===== src/rtl/pe_line_drain.sv =====
// rtl/pe_line_drain.sv - snapshot a PE line's accumulators and stream them out one beat at a time
//
// Purpose:
//   On cap_valid && cap_ready the packed accumulator bus of the PE line is
//   copied into a shadow register, together with the split flag. The
//   snapshot is then streamed one beat per accepted transfer. In split mode
//   each accumulator is emitted as two sign-extended half-width lanes, low
//   lane first.
//
// Ports:
//   clk        rising-edge clock
//   rst_n      synchronous active-low reset
//   in_acc     packed PE results, PE k at [k*ACC_W +: ACC_W]
//   split      1 = two LANE_W lanes per accumulator (sampled at capture)
//   cap_valid  controller: in_acc is final this cycle
//   cap_ready  drain idle, capture allowed
//   out_valid  out_data holds a beat
//   out_ready  downstream accepts the beat
//   out_data   beat payload (lanes sign-extended to ACC_W)
//   out_pe     PE index of the current beat
//   out_lane   0 = low lane / full word, 1 = high lane
//   out_last   final beat of the snapshot

module pe_line_drain #(
    parameter int NUM_PE = 10,
    parameter int ACC_W  = 48
) (
    input  logic                    clk,
    input  logic                    rst_n,
    input  logic [NUM_PE*ACC_W-1:0] in_acc,
    input  logic                    split,
    input  logic                    cap_valid,
    output logic                    cap_ready,
    output logic                    out_valid,
    input  logic                    out_ready,
    output logic [ACC_W-1:0]        out_data,
    output logic [3:0]              out_pe,
    output logic                    out_lane,
    output logic                    out_last
);

    localparam int LANE_W   = ACC_W / 2;
    localparam int PE_IDX_W = $clog2(NUM_PE);

    typedef enum logic {
        IDLE   = 1'b0,
        STREAM = 1'b1
    } state_t;

    state_t state;
    state_t next_state;

    logic [ACC_W-1:0]    shadow [NUM_PE];
    logic                split_q;
    logic [PE_IDX_W-1:0] pe_cnt;
    logic                lane_q;

    logic cap_fire;
    logic xfer;
    logic is_last;

    logic [ACC_W-1:0]  cur_word;
    logic [LANE_W-1:0] cur_lane;

    assign cap_fire = cap_valid && (state == IDLE);
    assign xfer     = out_ready && (state == STREAM);

    // The final beat is the last PE, and in split mode only its high lane.
    assign is_last  = (pe_cnt == PE_IDX_W'(NUM_PE - 1)) && (!split_q || lane_q);

    // State register
    always_ff @(posedge clk) begin
        if (!rst_n) begin
            state <= IDLE;
        end else begin
            state <= next_state;
        end
    end

    // Next-state logic: cap_valid is ignored outside IDLE, so nothing queues.
    always_comb begin
        next_state = state;
        case (state)
            IDLE: begin
                if (cap_fire) begin
                    next_state = STREAM;
                end
            end
            STREAM: begin
                if (xfer && is_last) begin
                    next_state = IDLE;
                end
            end
            default: next_state = IDLE;
        endcase
    end

    // Snapshot and beat counters. They only move on capture or transfer,
    // which keeps every output steady while the downstream stalls.
    always_ff @(posedge clk) begin
        if (!rst_n) begin
            for (int k = 0; k < NUM_PE; k++) begin
                shadow[k] <= '0;
            end
            split_q <= 1'b0;
            pe_cnt  <= '0;
            lane_q  <= 1'b0;
        end else if (cap_fire) begin
            for (int k = 0; k < NUM_PE; k++) begin
                shadow[k] <= in_acc[k*ACC_W +: ACC_W];
            end
            split_q <= split;
            pe_cnt  <= '0;
            lane_q  <= 1'b0;
        end else if (xfer) begin
            if (is_last) begin
                pe_cnt <= '0;
                lane_q <= 1'b0;
            end else if (split_q && !lane_q) begin
                lane_q <= 1'b1;
            end else begin
                lane_q <= 1'b0;
                pe_cnt <= pe_cnt + 1'b1;
            end
        end
    end

    // Beat payload comes straight from the shadow; after reset the shadow is
    // zero and the counters point at PE0 low lane, so out_data reads as zero.
    assign cur_word = shadow[pe_cnt];
    assign cur_lane = lane_q ? cur_word[ACC_W-1:LANE_W] : cur_word[LANE_W-1:0];

    assign out_data  = split_q ? {{LANE_W{cur_lane[LANE_W-1]}}, cur_lane} : cur_word;
    assign out_pe    = 4'(pe_cnt);
    assign out_lane  = lane_q;
    assign out_valid = (state == STREAM);
    assign out_last  = (state == STREAM) && is_last;
    assign cap_ready = (state == IDLE);

endmodule


===== config.mk =====
export PLATFORM = sky130hd
export DESIGN_NAME = pe_line_drain
export DESIGN_NICKNAME = d
export VERILOG_FILES = /design/src/rtl/pe_line_drain.sv
export SDC_FILE = /design/constraint.sdc
export NUM_CORES = 1
export LEC_CHECK = 0
export BUFFER_PORTS_ARGS = -buffer_cell sky130_fd_sc_hd__buf_4
export CAP_MARGIN = 20
export CORE_MARGIN = 2
export CORE_UTILIZATION = 50
export CTS_CLUSTER_SIZE = 20
export DETAILED_ROUTE_END_ITERATION = 6
export PLACE_DENSITY = 0.81
export SYNTH_ARGS = -nofsm -noshare
export SYNTH_HDL_FRONTEND = slang
export SYNTH_SLANG_ARGS = --single-unit

===== constraint.sdc =====
create_clock -name clk -period 26.5 [get_ports clk]
set_clock_uncertainty 0.05 [all_clocks]
set_input_delay 3.975 -clock clk [delete_from_list [all_inputs] [get_ports clk]]
set_output_delay 3.975 -clock clk [all_outputs]
set_load 0.03 [all_outputs]

Word-level counts from Yosys, hierarchy flattened --
Memory sizes are Yosys's and may differ from the RTL's. A register that Yosys moved wholly into a read port is not among the register bits. Index checks and enable logic that the tools add are counted.
Storage, ports and cells: output and inout bits 56, memory bits (writable) 480, flip-flop bits (word level) 7, memories 1, logic and storage cells 55
Memories:
- shadow | words 10, width 48, read ports 1, clocked after Yosys merged registers in 1, wr ports 10, RTL line 53 | logic [ACC_W-1:0] shadow [NUM_PE];
Cells by class: reductions and logical operators 11, bitwise operators 12, muxes and demuxes 24, equal/unequal tests 2, $add $sub $neg 1
Operators with widths (number):
- 48-bit 2-to-1 mux | 11
- 24-bit 2-to-1 mux | 1
- 4-bit 2-to-1 mux | 4
- 1-bit bitwise OR | 10
- 1-bit 2-to-1 mux | 7
- 1-bit logical AND | 6
- 4-bit by 1-bit adder with 4-bit output (second input constant) | 1
- 4-bit == test (second input constant) | 1
- 1-bit logical NOT | 2
- 2-bit != test (second input constant) | 1
- 1-bit NOT | 2
- 1-bit one-hot mux with 2 select lines | 1
- 2-bit AND reduction | 1
- 2-bit OR reduction | 1
- 1-bit logical OR | 1

Logic depth before layout (Yosys ltp) --
Gate-level depths: netlist of the first run.
word-level depth 7, depth in mapped cells 10

Worst setup path after synthesis of the first run --
Ideal clock, no wire load.
kind input to register, start input rst_n, end memory shadow[0][0], enable pin, slack 11.164 ns, stages 1, required time 22.973 ns, buffers on the path 0, arrival time 11.809 ns, setup time 3.477 ns, cells stage by stage nand2_1
RTL lines:
- start: declaration | RTL line 29 | input logic rst_n,
- end: declaration | RTL line 53

==> flow_metrics.env, run 1 <==
export IMPL_io_pin_count=541
export IMPL_slew_viol_final=0
export IMPL_async_flop_share_pct=0
export IMPL_synth_area_leaders="edfxtp_1 64%, and2_1 13%, mux4_2 9.6%"
export IMPL_clock_sinks=491
export IMPL_finalWirelength_um=62400
export IMPL_fin_crit_ps=8470
export IMPL_via_per_inst=5.41
export IMPL_min_from="out_pe[0]"
export IMPL_status="completed"
export IMPL_cts_root_buf="clkbuf_16"
export IMPL_ys_types=30
export IMPL_dieArea_mm2=0.0464
export IMPL_tightest_slew_ps=1090
export IMPL_peakVddDrop_uv=47.8
export IMPL_synth_top_cells_by_count="480 x and2_1, 480 x edfxtp_1, 95 x mux4_2, 81 x mux2i_1, 78 x clkbuf_1"
export IMPL_fin_area_mm2=0.0286
export IMPL_grt_pass1_vias=14200
export IMPL_r2r_end="shadow[6][15]"
export IMPL_yosys_area_top_type="edfxtp_1"
export IMPL_grt_pass1_wl_um=89500
export IMPL_dpl_cell_area_mm2=0.0268
export IMPL_routedWlPerCell_um=24.1
export IMPL_fillers=3151
export IMPL_num_vias=14000
export IMPL_reg2reg_slack_ps=22790
export IMPL_cts_resized=0
export IMPL_core_area_mm2=0.0442
export IMPL_p_leak_nw=11.2
export IMPL_antenna_left=0
export IMPL_floorplan_initialDensity_pct=50.6
export IMPL_ys_seq_area_share_pct=65.4
export IMPL_drv_cap=0
export IMPL_portBuffers=540
export IMPL_reg2reg_depth=4
export IMPL_htreeDepth=2
export IMPL_slew_limit_headroom_pct=26.4
export IMPL_hold_viol=0
export IMPL_synth_ff_type="edfxtp_1"
export IMPL_hold_path_cell_count=2
export IMPL_final_core_util_pct=64.6
export IMPL_grtUsageTotal_pct=26.5
export IMPL_die_h_um=215
export IMPL_multi_input_area_mm2=0.00728
export IMPL_syn_nets=1938
export IMPL_row_count=77
export IMPL_grt_max_degree=259
export IMPL_synth_top_area_share_pct=64.5
export IMPL_crit_fanout=49
export IMPL_post_cts_buffers=0
export IMPL_setup_tns_ps=0
export IMPL_dr_first_iter_drc_count=1485
export IMPL_cp_arrival_ps=4450
export IMPL_worstHoldPathType="reg2reg"
export IMPL_area_growth_pct=27.8
export IMPL_syn_area_mm2=0.0224
export IMPL_gp_congestion=1.11
export IMPL_dr_pass1_iters=5
export IMPL_endpoint_kind="output pin"
export IMPL_critPathRequiredTime_ps=22480
export IMPL_regArea_mm2=0.0146
export IMPL_cts_made_buffers=50
export IMPL_synth_warnings=0
export IMPL_synth_edff_count=480
export IMPL_drive_above_1_share_pct=39.4
export IMPL_setup_viol=0
export IMPL_cts_hold_buf=0
export IMPL_powerDensity_mw_per_mm2=64.9
export IMPL_ys_ff_latch=491
export IMPL_crit_reg2reg_launch="out_valid"
export IMPL_clock_path_buffers=3
export IMPL_cts_tree="built"
export IMPL_drcViolationCount=0
export IMPL_die_width_um=215
export IMPL_setup_worst_path_start_class="flop"
export IMPL_grt_antenna_before_repair=11
export IMPL_synthCells=1451
export IMPL_insertion_delay_ps=590
export IMPL_fin_nets=2438
export IMPL_rsz0062_at_grt="false"
export IMPL_place_hpwl_um=44700
export IMPL_fin_crit_sh_pct=32.0
export IMPL_clkTransAtPathRegs_ps=70
export IMPL_fmax_ghz=0.118
export IMPL_overflow=0
export IMPL_path_class="reg2out"
export IMPL_avgSynthCellArea_um2=15.4
## metrics by stage
step / instances / hold slack (ps) / total power [mW] / setup slack [ps]
2_1_floorplan: 1451 / 574 / 1.07 / 11160
3_3_place_gp: 2489 / 483 / 1.15 / 18340
4_1_cts: 2582 / 510 / 1.86 / 17640
5_1_grt: 2591 / 555 / 1.91 / 17720
6_report: 2593 / 527 / 1.86 / 18030
3_5_place_dp: 2489 / 497 / 1.15 / 18300
## worst max-delay path: stages, from the launching register on
cell     delay [ps]
dfxtp_4         960
buf_4           830
mux2i_1         190
mux4_2          550
mux4_2          700
mux2i_1         320
buf_4           220
## power by group
group          total (mW)  switching, mW  leakage [nW]  internal [mW]
clock network       0.717          0.299         0.809          0.418
registers           0.935         0.0194          5.27          0.915
logic               0.204          0.101          5.14          0.103
## flip-flops by register name (all words and copies together), names as in the netlist, named ones only
register and flops:
split_q 1, out_lane 1, out_valid 1, shadow 480
out_pe 4
## layout by cell type, fill, tap and decap left out, types with 2 or more instances in the layout
| cell | n |
|---|---|
| mux2_2 | 48 |
| mux2i_1 | 81 |
| or3_1 | 2 |
| nor2_1 | 2 |
| clkbuf_16 | 53 |
| nor3b_1 | 2 |
| clkbuf_8 | 2 |
| nor3_1 | 2 |
| buf_16 | 2 |
| o211ai_1 | 23 |
| and2_1 | 480 |
| clkinv_2 | 12 |
| xnor2_1 | 2 |
| mux4_2 | 95 |
| clkbuf_1 | 7 |
| a21oi_1 | 3 |
| buf_4 | 551 |
| clkinv_1 | 7 |
| dfxtp_1 | 7 |
| o21ai_0 | 47 |
| nand2_1 | 52 |
| bufinv_16 | 5 |
| dfxtp_4 | 3 |
| inv_1 | 2 |
| clkinvlp_4 | 6 |
| edfxtp_1 | 480 |
| diode_2 | 9 |
| nand3_1 | 2 |
| ha_1 | 2 |
## worst max path at each step
stage | cells past startpoint | to | startpoint | slack [ps]
2_1_floorplan | 1 | shadow[0][0] | rst_n | 11160
3_3_place_gp | 6 | out_data[39] | flop | 18340
3_5_place_dp | 6 | out_data[39] | flop | 18300
4_1_cts | 6 | out_data[39] | flop | 17640
5_1_grt | 6 | out_data[42] | flop | 17720
6_report | 6 | out_data[42] | flop | 18030
## logic make-up after synthesis
family	count (synthesis)	share of synthesized area, %
flops	491	65.4
xor+xnor	2	0.0783
simple gates	549	14.7
buf+inv	108	2.08
fa+ha+maj	2	0.112
mux	224	15.6
compound gates	75	1.96
## metal layers
metal | global-route usage (%) | wire length [µm] | share of wire [%]
met5 | 0 | 29 | 0.046
met4 | 11.7 | 2820 | 4.5
met3 | 5.44 | 4490 | 7.2
met1 | 35.1 | 24900 | 40
met2 | 42.8 | 30200 | 48
## area by class of cell
type | instances | area share, %
Antenna cell | 9 | 0.0788
Tap cell | 592 | 2.59
Multi-Input combinational cell | 852 | 25.5
Timing Repair Buffer | 554 | 14.7
Inverter | 2 | 0.0263
Clock buffer | 62 | 4.83
Sequential cell | 491 | 51.3
Clock inverter | 31 | 1.02
Note: power is estimated with default switching activity, not from simulation.
==> inputs of run 2 (changes only) <==
==> constraint.sdc (replaced) <==
create_clock -name clk -period 8.5 [get_ports clk]
set_clock_uncertainty 0.05 [all_clocks]
set_input_delay 1.275 -clock clk [delete_from_list [all_inputs] [get_ports clk]]
set_output_delay 1.275 -clock clk [all_outputs]
set_load 0.03 [all_outputs]
==> run 2 against run 1 <==
Compared with the run above:
- cell area decreased by 0.70%
- sequential power grew to 3.1 times the previous value
- die area is the same
- first-iteration DRC count shrank 6.7%
- largest power group unchanged
==> flow_metrics.env, run 2 (synthesis results as in run 1) <==
export IMPL_floorplan_initialDensity_pct=50.6
export IMPL_clkTransAtPathRegs_ps=60
export IMPL_grt_antenna_before_repair=8
export IMPL_worstHoldPathType="reg2reg"
export IMPL_crit_top_cell="buf_4"
export IMPL_core_area_mm2=0.0442
export IMPL_cts_hold_buf=0
export IMPL_grt_max_degree=213
export IMPL_cts_tree="built"
export IMPL_setup_worst_path_start_class="flop"
export IMPL_dp_slack_ps=3390
export IMPL_fin_area_mm2=0.0284
export IMPL_fmax_ghz=0.178
export IMPL_critPathMaxStageDelay_ps=900
export IMPL_powerDensity_mw_per_mm2=197
export IMPL_top_layer_used="met5"
export IMPL_dieArea_mm2=0.0464
export IMPL_finalWorstSetupSlack_ps=2900
export IMPL_switching_share_pct=22.5
export IMPL_die_width_um=215
export IMPL_antenna_left=0
export IMPL_portBuffers=540
export IMPL_cts_made_buffers=48
export IMPL_hold_viol=0
export IMPL_crit_buf_inv=2
export IMPL_io_pin_count=541
export IMPL_path_class="reg2out"
export IMPL_post_cts_buffers=0
export IMPL_cp_top_family="multiplexers"
export IMPL_tightest_slew_ps=1200
export IMPL_slew_viol_final=0
export IMPL_rsz0062_at_grt="false"
export IMPL_via_per_inst=5.35
export IMPL_endpoint_kind="output pin"
export IMPL_grt_pass1_vias=14000
export IMPL_clock_sinks=491
export IMPL_p_int_mw=4.34
export IMPL_area_growth_pct=26.9
export IMPL_clock_path_buffers=3
export IMPL_setup_tns_ps=0
export IMPL_routedWlPerCell_um=23.9
export IMPL_path_cells="buf_4 > mux4_2 > mux2_2 > o21ai_0 > mux2i_1 > buf_4"
export IMPL_p_seq_share_pct=52.1
export IMPL_layout_common_cells="550 x buf_4, 480 x and2_1, 480 x edfxtp_1, 95 x mux4_2, 81 x mux2i_1"
export IMPL_fin_crit_ps=5600
export IMPL_largest_reg_flops=480
export IMPL_drive_above_1_share_pct=38.6
export IMPL_fin_nets=2435
export IMPL_num_vias=13800
export IMPL_setup_viol=0
export IMPL_crit_fanout=44
export IMPL_insertion_delay_ps=570
export IMPL_cts_resized=0
export IMPL_switchingPower_mw=1.26
export IMPL_critPathRequiredTime_ps=7170
export IMPL_dr_pass1_iters=6
export IMPL_peakVddDrop_uv=160
export IMPL_final_common_cell="buf_4"
export IMPL_p_clk_share_pct=36.6
export IMPL_die_h_um=215
export IMPL_cts_root_buf="clkbuf_16"
export IMPL_dr_first_iter_drc_count=1386
export IMPL_slowest_stage="dfxtp_4"
export IMPL_place_hpwl_um=44900
export IMPL_largest_register="shadow"
export IMPL_finalPower_mw=5.60
export IMPL_htreeDepth=2
export IMPL_grt_pass1_wl_um=88900
export IMPL_gp_congestion=1.11
export IMPL_p_leak_nw=11.1
export IMPL_combPwrFrac_pct=11.3
export IMPL_overflow=0
export IMPL_grtUsageTotal_pct=26.3
export IMPL_wl_met2_um=30700
export IMPL_drv_cap=0
export IMPL_status="completed"
export IMPL_slew_limit_headroom_pct=20.0
export IMPL_drcViolationCount=0
export IMPL_row_count=77
export IMPL_fin_crit_sh_pct=65.9
export IMPL_dpl_cell_area_mm2=0.0268
export IMPL_drt_met1_wl_um=25100
export IMPL_cp_arrival_ps=4280
export IMPL_finalWirelength_um=61800
export IMPL_wl_met3_um=4020
-- run 2: cell types whose count changed in the layout (fill, tap and decap cells not counted), moves of 2 or more --
| cell | change |
|---|---|
| clkinv_1 | +13 |
| clkinv_2 | -7 |
| clkinvlp_4 | -5 |
| clkbuf_16 | -4 |
| clkbuf_1 | -3 |
| diode_2 | -3 |
| clkbuf_8 | -2 |
| inv_6 | +2 |
-- run 2: power by group through the flow --
| stage | sequential, mW | clock [mW] | combinational (mW) |
|---|---|---|---|
| after floorplan | 2.97 | 0 | 0.319 |
| after global placement | 2.95 | 0 | 0.624 |
| after detailed placement | 2.97 | 0 | 0.631 |
| after CTS | 2.92 | 2.08 | 0.635 |
| after global routing | 2.93 | 2.17 | 0.672 |
| final | 2.92 | 2.05 | 0.635 |
-- run 2: cell type report --
type | count | area [µm²]
Antenna cell | 6 | 15.0
Clock buffer | 53 | 1240
Clock inverter | 32 | 245
Fill cell | 3226 | 15800
Inverter | 2 | 7.51
Multi-Input combinational cell | 852 | 7280
Sequential cell | 491 | 14600
Tap cell | 592 | 741
Timing Repair Buffer | 553 | 4200
-- run 2: final timing paths --
check | from | to | slack, ps | depth (start not counted)
min reg2reg | out_pe[1] | flop | 470 | 2
max | flop | out_data[29] | 2900 | 6
max reg2reg | out_valid | shadow[5][1] | 5750 | 4
min | out_pe[1] | flop | 470 | 2
-- run 2: worst reg2reg max path: stages, from the launching register on --
cell	delay [ps]
dfxtp_1	380
inv_1	150
and3_4	830
buf_4	820
and2_1	390
-- run 2: per-layer routing --
metal,track usage [%],up-vias
met5,0,-
met3,4.21,92
met4,9.31,4
li1,-,6320
met1,35.6,6786
met2,43.7,603
-- run 2: per-stage QoR --
stage               std cells  utilization [%]  hold WS, ps
floorplan                1451                -          574
global placement         2489             60.7          465
detailed placement       2489             60.7          465
CTS                      2574             64.1          485
global route             2580             64.2          506
finish                   2581             64.2          474
